`src/rtl/dmcpy_pkg.sv`:
```
// Shared types and constants for the data-memory copy/fill engine.
// Fill support is compiled in only when DMCPY_FILL_EN is defined.
package dmcpy_pkg;

    typedef enum logic [1:0] {
        IDLE = 2'd0,
        RD   = 2'd1,
        WR   = 2'd2,
        FIN  = 2'd3
    } state_t;

    localparam logic MODE_COPY = 1'b0;
    localparam logic MODE_FILL = 1'b1;

    localparam int BYTEEN_W = 4;

endpackage

```
`src/rtl/dmcpy_lane_mask.sv`:
```
// Byte-lane mask for one bus word: lanes from the start lane (offset on the
// first word, 0 afterwards) up to but excluding start + bytes_left.
module dmcpy_lane_mask
    import dmcpy_pkg::*;
(
    input  logic [1:0]          offset,
    input  logic                first,
    input  logic [15:0]         bytes_left,
    output logic [BYTEEN_W-1:0] byteen
);

    logic [17:0] lane_lo;
    logic [17:0] lane_end;

    always_comb begin
        lane_lo  = first ? {16'd0, offset} : 18'd0;
        lane_end = lane_lo + {2'b00, bytes_left};
        byteen   = '0;
        for (int k = 0; k < BYTEEN_W; k++) begin
            byteen[k] = (18'(k) >= lane_lo) && (18'(k) < lane_end);
        end
    end

endmodule

```
`src/rtl/dm_copy_engine.sv`:
```
// Data-memory bus initiator that copies or fills byte ranges word by word.
// Define DMCPY_FILL_EN to enable fill mode; otherwise mode=1 is rejected.
module dm_copy_engine
    import dmcpy_pkg::*;
#(
    parameter logic [31:0] ENGINE_TAG = 32'h0000_7f00
) (
    input  logic                clk,
    input  logic                reset,
    input  logic                start,
    input  logic                mode,
    input  logic [31:0]         src_addr,
    input  logic [31:0]         dst_addr,
    input  logic [15:0]         byte_len,
    input  logic [31:0]         fill_data,
    output logic                busy,
    output logic                done,
    output logic                err,
    output logic [31:0]         m_data_addr,
    output logic [31:0]         m_data_wdata,
    output logic [BYTEEN_W-1:0] m_data_byteen,
    input  logic [31:0]         m_data_rdata,
    output logic [31:0]         m_inst_addr
);

    state_t              state;
    logic                first_q;
    logic [1:0]          off_q;
    logic [15:0]         left_q;
    logic [31:0]         src_q;
    logic [31:0]         dst_q;
    logic [31:0]         rdata_q;
    logic [BYTEEN_W-1:0] lane_mask;
    logic [15:0]         step;
    logic                last_word;
`ifdef DMCPY_FILL_EN
    logic                mode_q;
    logic [31:0]         fill_q;
`else
    logic                unused_fill;
    assign unused_fill = ^fill_data;
`endif

    dmcpy_lane_mask u_lane_mask (
        .offset     (off_q),
        .first      (first_q),
        .bytes_left (left_q),
        .byteen     (lane_mask)
    );

    // Bytes this word consumes; the first word starts at the destination offset.
    assign step      = first_q ? (16'd4 - {14'd0, off_q}) : 16'd4;
    assign last_word = (left_q <= step);

    assign m_inst_addr = ENGINE_TAG;

    always_comb begin
        m_data_addr   = '0;
        m_data_wdata  = '0;
        m_data_byteen = '0;
        case (state)
            RD: m_data_addr = src_q;
            WR: begin
                m_data_addr   = dst_q;
                // Gate with reset so no write lands on an edge that resets us.
                m_data_byteen = lane_mask & {BYTEEN_W{reset}};
`ifdef DMCPY_FILL_EN
                m_data_wdata  = (mode_q == MODE_FILL) ? fill_q : rdata_q;
`else
                m_data_wdata  = rdata_q;
`endif
            end
            default: ;
        endcase
    end

    always_ff @(posedge clk) begin
        if (!reset) begin
            state   <= IDLE;
            busy    <= 1'b0;
            done    <= 1'b0;
            err     <= 1'b0;
            first_q <= 1'b0;
            off_q   <= 2'd0;
            left_q  <= 16'd0;
            src_q   <= 32'd0;
            dst_q   <= 32'd0;
            rdata_q <= 32'd0;
`ifdef DMCPY_FILL_EN
            mode_q  <= MODE_COPY;
            fill_q  <= 32'd0;
`endif
        end else begin
            done <= 1'b0;
            case (state)
                IDLE: begin
                    if (start) begin
                        src_q   <= {src_addr[31:2], 2'b00};
                        dst_q   <= {dst_addr[31:2], 2'b00};
                        off_q   <= dst_addr[1:0];
                        left_q  <= byte_len;
                        first_q <= 1'b1;
                        err     <= 1'b0;
`ifdef DMCPY_FILL_EN
                        mode_q  <= mode;
                        fill_q  <= fill_data;
`endif
                        if (byte_len == 16'd0) begin
                            state <= FIN;
                            done  <= 1'b1;
                        end else if (mode == MODE_COPY && src_addr[1:0] != dst_addr[1:0]) begin
                            state <= FIN;
                            done  <= 1'b1;
                            err   <= 1'b1;
                        end else if (mode == MODE_FILL) begin
`ifdef DMCPY_FILL_EN
                            state <= WR;
                            busy  <= 1'b1;
`else
                            state <= FIN;
                            done  <= 1'b1;
                            err   <= 1'b1;
`endif
                        end else begin
                            state <= RD;
                            busy  <= 1'b1;
                        end
                    end
                end
                RD: begin
                    rdata_q <= m_data_rdata;
                    state   <= WR;
                end
                WR: begin
                    src_q   <= src_q + 32'd4;
                    dst_q   <= dst_q + 32'd4;
                    first_q <= 1'b0;
                    left_q  <= left_q - step;
                    if (last_word) begin
                        state <= FIN;
                        busy  <= 1'b0;
                        done  <= 1'b1;
                    end else begin
`ifdef DMCPY_FILL_EN
                        state <= (mode_q == MODE_FILL) ? WR : RD;
`else
                        state <= RD;
`endif
                    end
                end
                FIN:     state <= IDLE;
                default: state <= IDLE;
            endcase
        end
    end

endmodule

```
`config.mk`:
```
export PLATFORM = sky130hd
export DESIGN_NAME = dm_copy_engine
export DESIGN_NICKNAME = d
export VERILOG_FILES = /design/src/rtl/dmcpy_pkg.sv /design/src/rtl/dmcpy_lane_mask.sv /design/src/rtl/dm_copy_engine.sv
export SDC_FILE = /design/constraint.sdc
export NUM_CORES = 1
export LEC_CHECK = 0
export ABC_CLOCK_PERIOD_IN_PS = 2200
export BUFFER_PORTS_ARGS = -buffer_cell sky130_fd_sc_hd__buf_2
export CAP_MARGIN = 20
export CELL_PAD_IN_SITES_DETAIL_PLACEMENT = 1
export CELL_PAD_IN_SITES_GLOBAL_PLACEMENT = 1
export CORE_MARGIN = 8
export CORE_UTILIZATION = 25
export CTS_BUF_LIST = sky130_fd_sc_hd__clkbuf_16
export DETAILED_ROUTE_END_ITERATION = 8
export PLACE_DENSITY_LB_ADDON = 0.08
export SLEW_MARGIN = 0
export SYNTH_ARGS = -nofsm -noshare
export SYNTH_HDL_FRONTEND = slang
export SYNTH_SLANG_ARGS = --single-unit
```
`constraint.sdc`:
```
create_clock -name clk -period 2.2 [get_ports clk]
set_input_delay 0.22 -clock clk [delete_from_list [all_inputs] [get_ports clk]]
set_output_delay 0.22 -clock clk [all_outputs]
set_load 0.05 [all_outputs]
```
==> impl_metrics.tcl <==
set metrics [dict create \
    status "complete, but fails checks" \
    drt-met1-wl_mm 15.42 \
    crit_start "first_q" \
    finalMaxSlewViolations 0 \
    synth.top_cells.by_count "dfxtp_1, nor2_1, a21oi_1, nand2_1, clkbuf_1" \
    synth_most_common_cell "dfxtp_1" \
    r2r_slack_ns -0.03 \
    cts_hold_buf 0 \
    final_layout_size_suffix_gt1_frac 0.3512 \
    port_buffers 184 \
    via_per_inst 5.106 \
    die-height_um 192.4 \
    syn_to_final_growth_pct 40.04 \
    synth_top_area_share 0.2984 \
    crit_required_ns 1.98 \
    num_rows 64 \
    ctsHtreeMaxLevel 4 \
    cp.arrival_ns 2.62 \
    numCtsBuffers 17 \
    num_antenna_cells 0 \
    synth_compound_area_frac 0.2494 \
    drt-pass1-iter-count 5 \
    hold_class "input pin to register" \
    wl_met2_mm 16.43 \
    synth-xor-area-share 0.006753 \
    leakage_nw 4.428 \
    pin_count 251 \
    synth_edf_count 0 \
    r2r-start "off_q[0]" \
    rr_worst_depth 12 \
    ir_drop_mv 0.6252 \
    fmax_mhz 352.5 \
    synthCells 1025 \
    worst_slack_ns -0.6367 \
    path_class "register to output port" \
    relSlewSlack 0.6438 \
    synthTopCellsByArea "dfxtp_1, a21oi_1, mux2i_1, nor2_1, nand2_1" \
    synth.largest_area_cell "dfxtp_1" \
    first_iter_violations 343 \
    die_area_um2 37030 \
    synth_top_family_by_area "simple AND/OR/NAND/NOR gates" \
    period_minus_slack_ns 2.837 \
    grt_overflow_total 0 \
    grt_pass1_vias 9016 \
    synthAdderAreaFrac 0.02283 \
    routed_wl_mm 33.76 \
    start_kind "register" \
    cts_sinks 116 \
    synth-seq-area-share 0.2984 \
    fin_skew_ns 0.01031 \
    worstSetupEndpoint "m_data_byteen[2]" \
    synthSimpleGateAreaFrac 0.2803 \
    netlist_area_um2 7781 \
    initial_core_util 0.2544 \
    fin_crit_sh 1.289 \
    fp.dieW_um 192.4 \
    async_flop_share 0 \
    clk_pin_slew_ns 0.07 \
    crit_path_top_delay_cell "fa_2" \
    cts_tree "built" \
    r2r-end "left_q[7]" \
    dr_total_vias 8506 \
    antenna_left 0 \
    timing.max_cap.violations 0 \
    end_kind "output port" \
    rsz0062_at_grt "true" \
    pre_cts_slack_ns -0.3752 \
    synth_ff_type "dfxtp_1" \
    yosys_register_bits 116 \
    grt_max_degree 37 \
    clockBufferDepth 2 \
    drc_errors 0 \
    max_stage_delay_ns 0.34 \
    syn_area_per_cell_um2 7.591 \
    drt-wirelength-per-cell_um 20.26 \
    top_layer "met5" \
    netlist-cell-type-count 71 \
    dr_wl_met3_mm 1.459 \
    tightest_slew_ns 0.5344 \
    synth.mux.area_fraction 0.05612 \
    clk_latency_ns 0.42 \
    gp_congestion 0.8048 \
    grt_pass1_wl_mm 52.27 \
    layout.nets 1418 \
    finalHoldViolCount 0 \
    core_area_um2 30590 \
    crit_fanout 4 \
    grtUsageTotal 0.1795 \
    crit_top_cell "buf_6" \
    setup_viol 5 \
    violations "negative setup slack" \
    clock-root-buffer "clkbuf_16" \
    fin_util 0.3562 \
    antenna_found_initial 4 \
    ys_warn_count 0 \
    power.density_nw_per_um2 1450 \
    timing.critical_path.cells "and2_4 -> ha_4 -> inv_2 -> fa_2 -> nand3b_1 -> nor4_2 -> xor2_1 -> nor4_4 -> buf_6 -> a31oi_4 -> buf_6" \
    dpl.hpwl_mm 24.77 \
]
[metrics by stage]
step                      total power [mW]  instance area (um2)  hold slack [ns]  TNS [ns]  std cells
after floorplan                      9.114                 8059           0.3600   -0.6786       1057
after global placement               12.11                 9772           0.4531    -2.540       1615
after detailed placement             12.15                 9772           0.4655    -3.492       1615
after CTS                            15.57                10720          0.01158    -2.733       1659
after global routing                 16.92                10900          0.01015    -3.385       1666
final                                15.81                10900          0.03114    -2.501       1666
[registers in the layout (all words and copies together) (netlist names)]
register / count
done: 1
left_q: 16
state: 2
busy: 1
err: 1
dst_q: 30
first_q: 1
off_q: 2
src_q: 30
rdata_q: 32
[power by group]
| part | total [mW] | internal, mW | switching (mW) |
|---|---|---|---|
| Sequential | 3.77 | 2.87 | 0.892 |
| Clock | 2.75 | 1.58 | 1.17 |
| Combinational | 9.29 | 3.96 | 5.33 |
| Total | 15.8 | 8.42 | 7.39 |
[layer usage]
metal,global-route usage,vias up
met5,0,-
met4,0.05053,8
met3,0.03921,27
met2,0.2983,156
met1,0.2302,4175
li1,-,4140
[cells by family (layout without fill, tap and decap cells)]
kind of cell,Yosys count,in the layout
and+or+nand+nor,420,420
adders and majority gates,13,13
AOI/OAI and AO/OA,285,285
other,2,34
muxes,43,43
xor gates and xnor gates,6,6
DFF,116,116
buffers and inverters,140,353
[final cells by class]
type | instances | area [um2]
Sequential cell | 116 | 2328
Multi-Input combinational cell | 801 | 5250
Inverter | 17 | 68.82
Clock inverter | 15 | 142.6
Clock buffer | 17 | 425.4
Timing Repair Buffer | 304 | 2186
Fill cell | 3711 | 19690
Tap cell | 396 | 495.5
[worst min-delay path by stage]
stage	cells after the start	slack [ns]	start	end
after floorplan	2	0.36	dst_addr[0]	off_q[0]
after global placement	3	0.45	m_data_rdata[1]	rdata_q[1]
after detailed placement	3	0.47	m_data_rdata[22]	rdata_q[22]
after CTS	3	0.01	m_data_rdata[15]	rdata_q[15]
after global routing	3	0.01	m_data_rdata[22]	rdata_q[22]
final	3	0.03	m_data_rdata[15]	rdata_q[15]
[repair_timing]
action,CTS,global route
setup endpoints to repair,80,58
pin swaps,14,16
gates cloned,1,1
setup buffers,11,6
endpoints found under the hold margin,0,0
resized for setup,84,30
[critical path: cells and delay by family (launching register included)]
kind,cells,cell delay (ns)
adders and majority gates,2,0.47
buffers and inverters,3,0.35
xor gates and xnor gates,1,0.15
AOI/OAI and AO/OA,1,0.08
and+or+nand+nor,4,0.82
DFF,1,0.33
[cell usage in the layout (no fill, tap or decap), types with 19 or more instances in the layout]
| cell | count |
|---|---|
| buf_4 | 153 |
| buf_2 | 126 |
| dfxtp_1 | 111 |
| nor2_1 | 93 |
| nand2_1 | 80 |
| a21oi_1 | 78 |
| mux2i_1 | 40 |
| o21ai_0 | 36 |
| nand3_1 | 36 |
| conb_1 | 34 |
| a22oi_1 | 33 |
| and2_1 | 33 |
| nor2b_2 | 30 |
| and3_1 | 23 |
| nor3_1 | 22 |
| o221a_2 | 21 |
| nand4_1 | 19 |
Power figures use the tool's default switching activity.
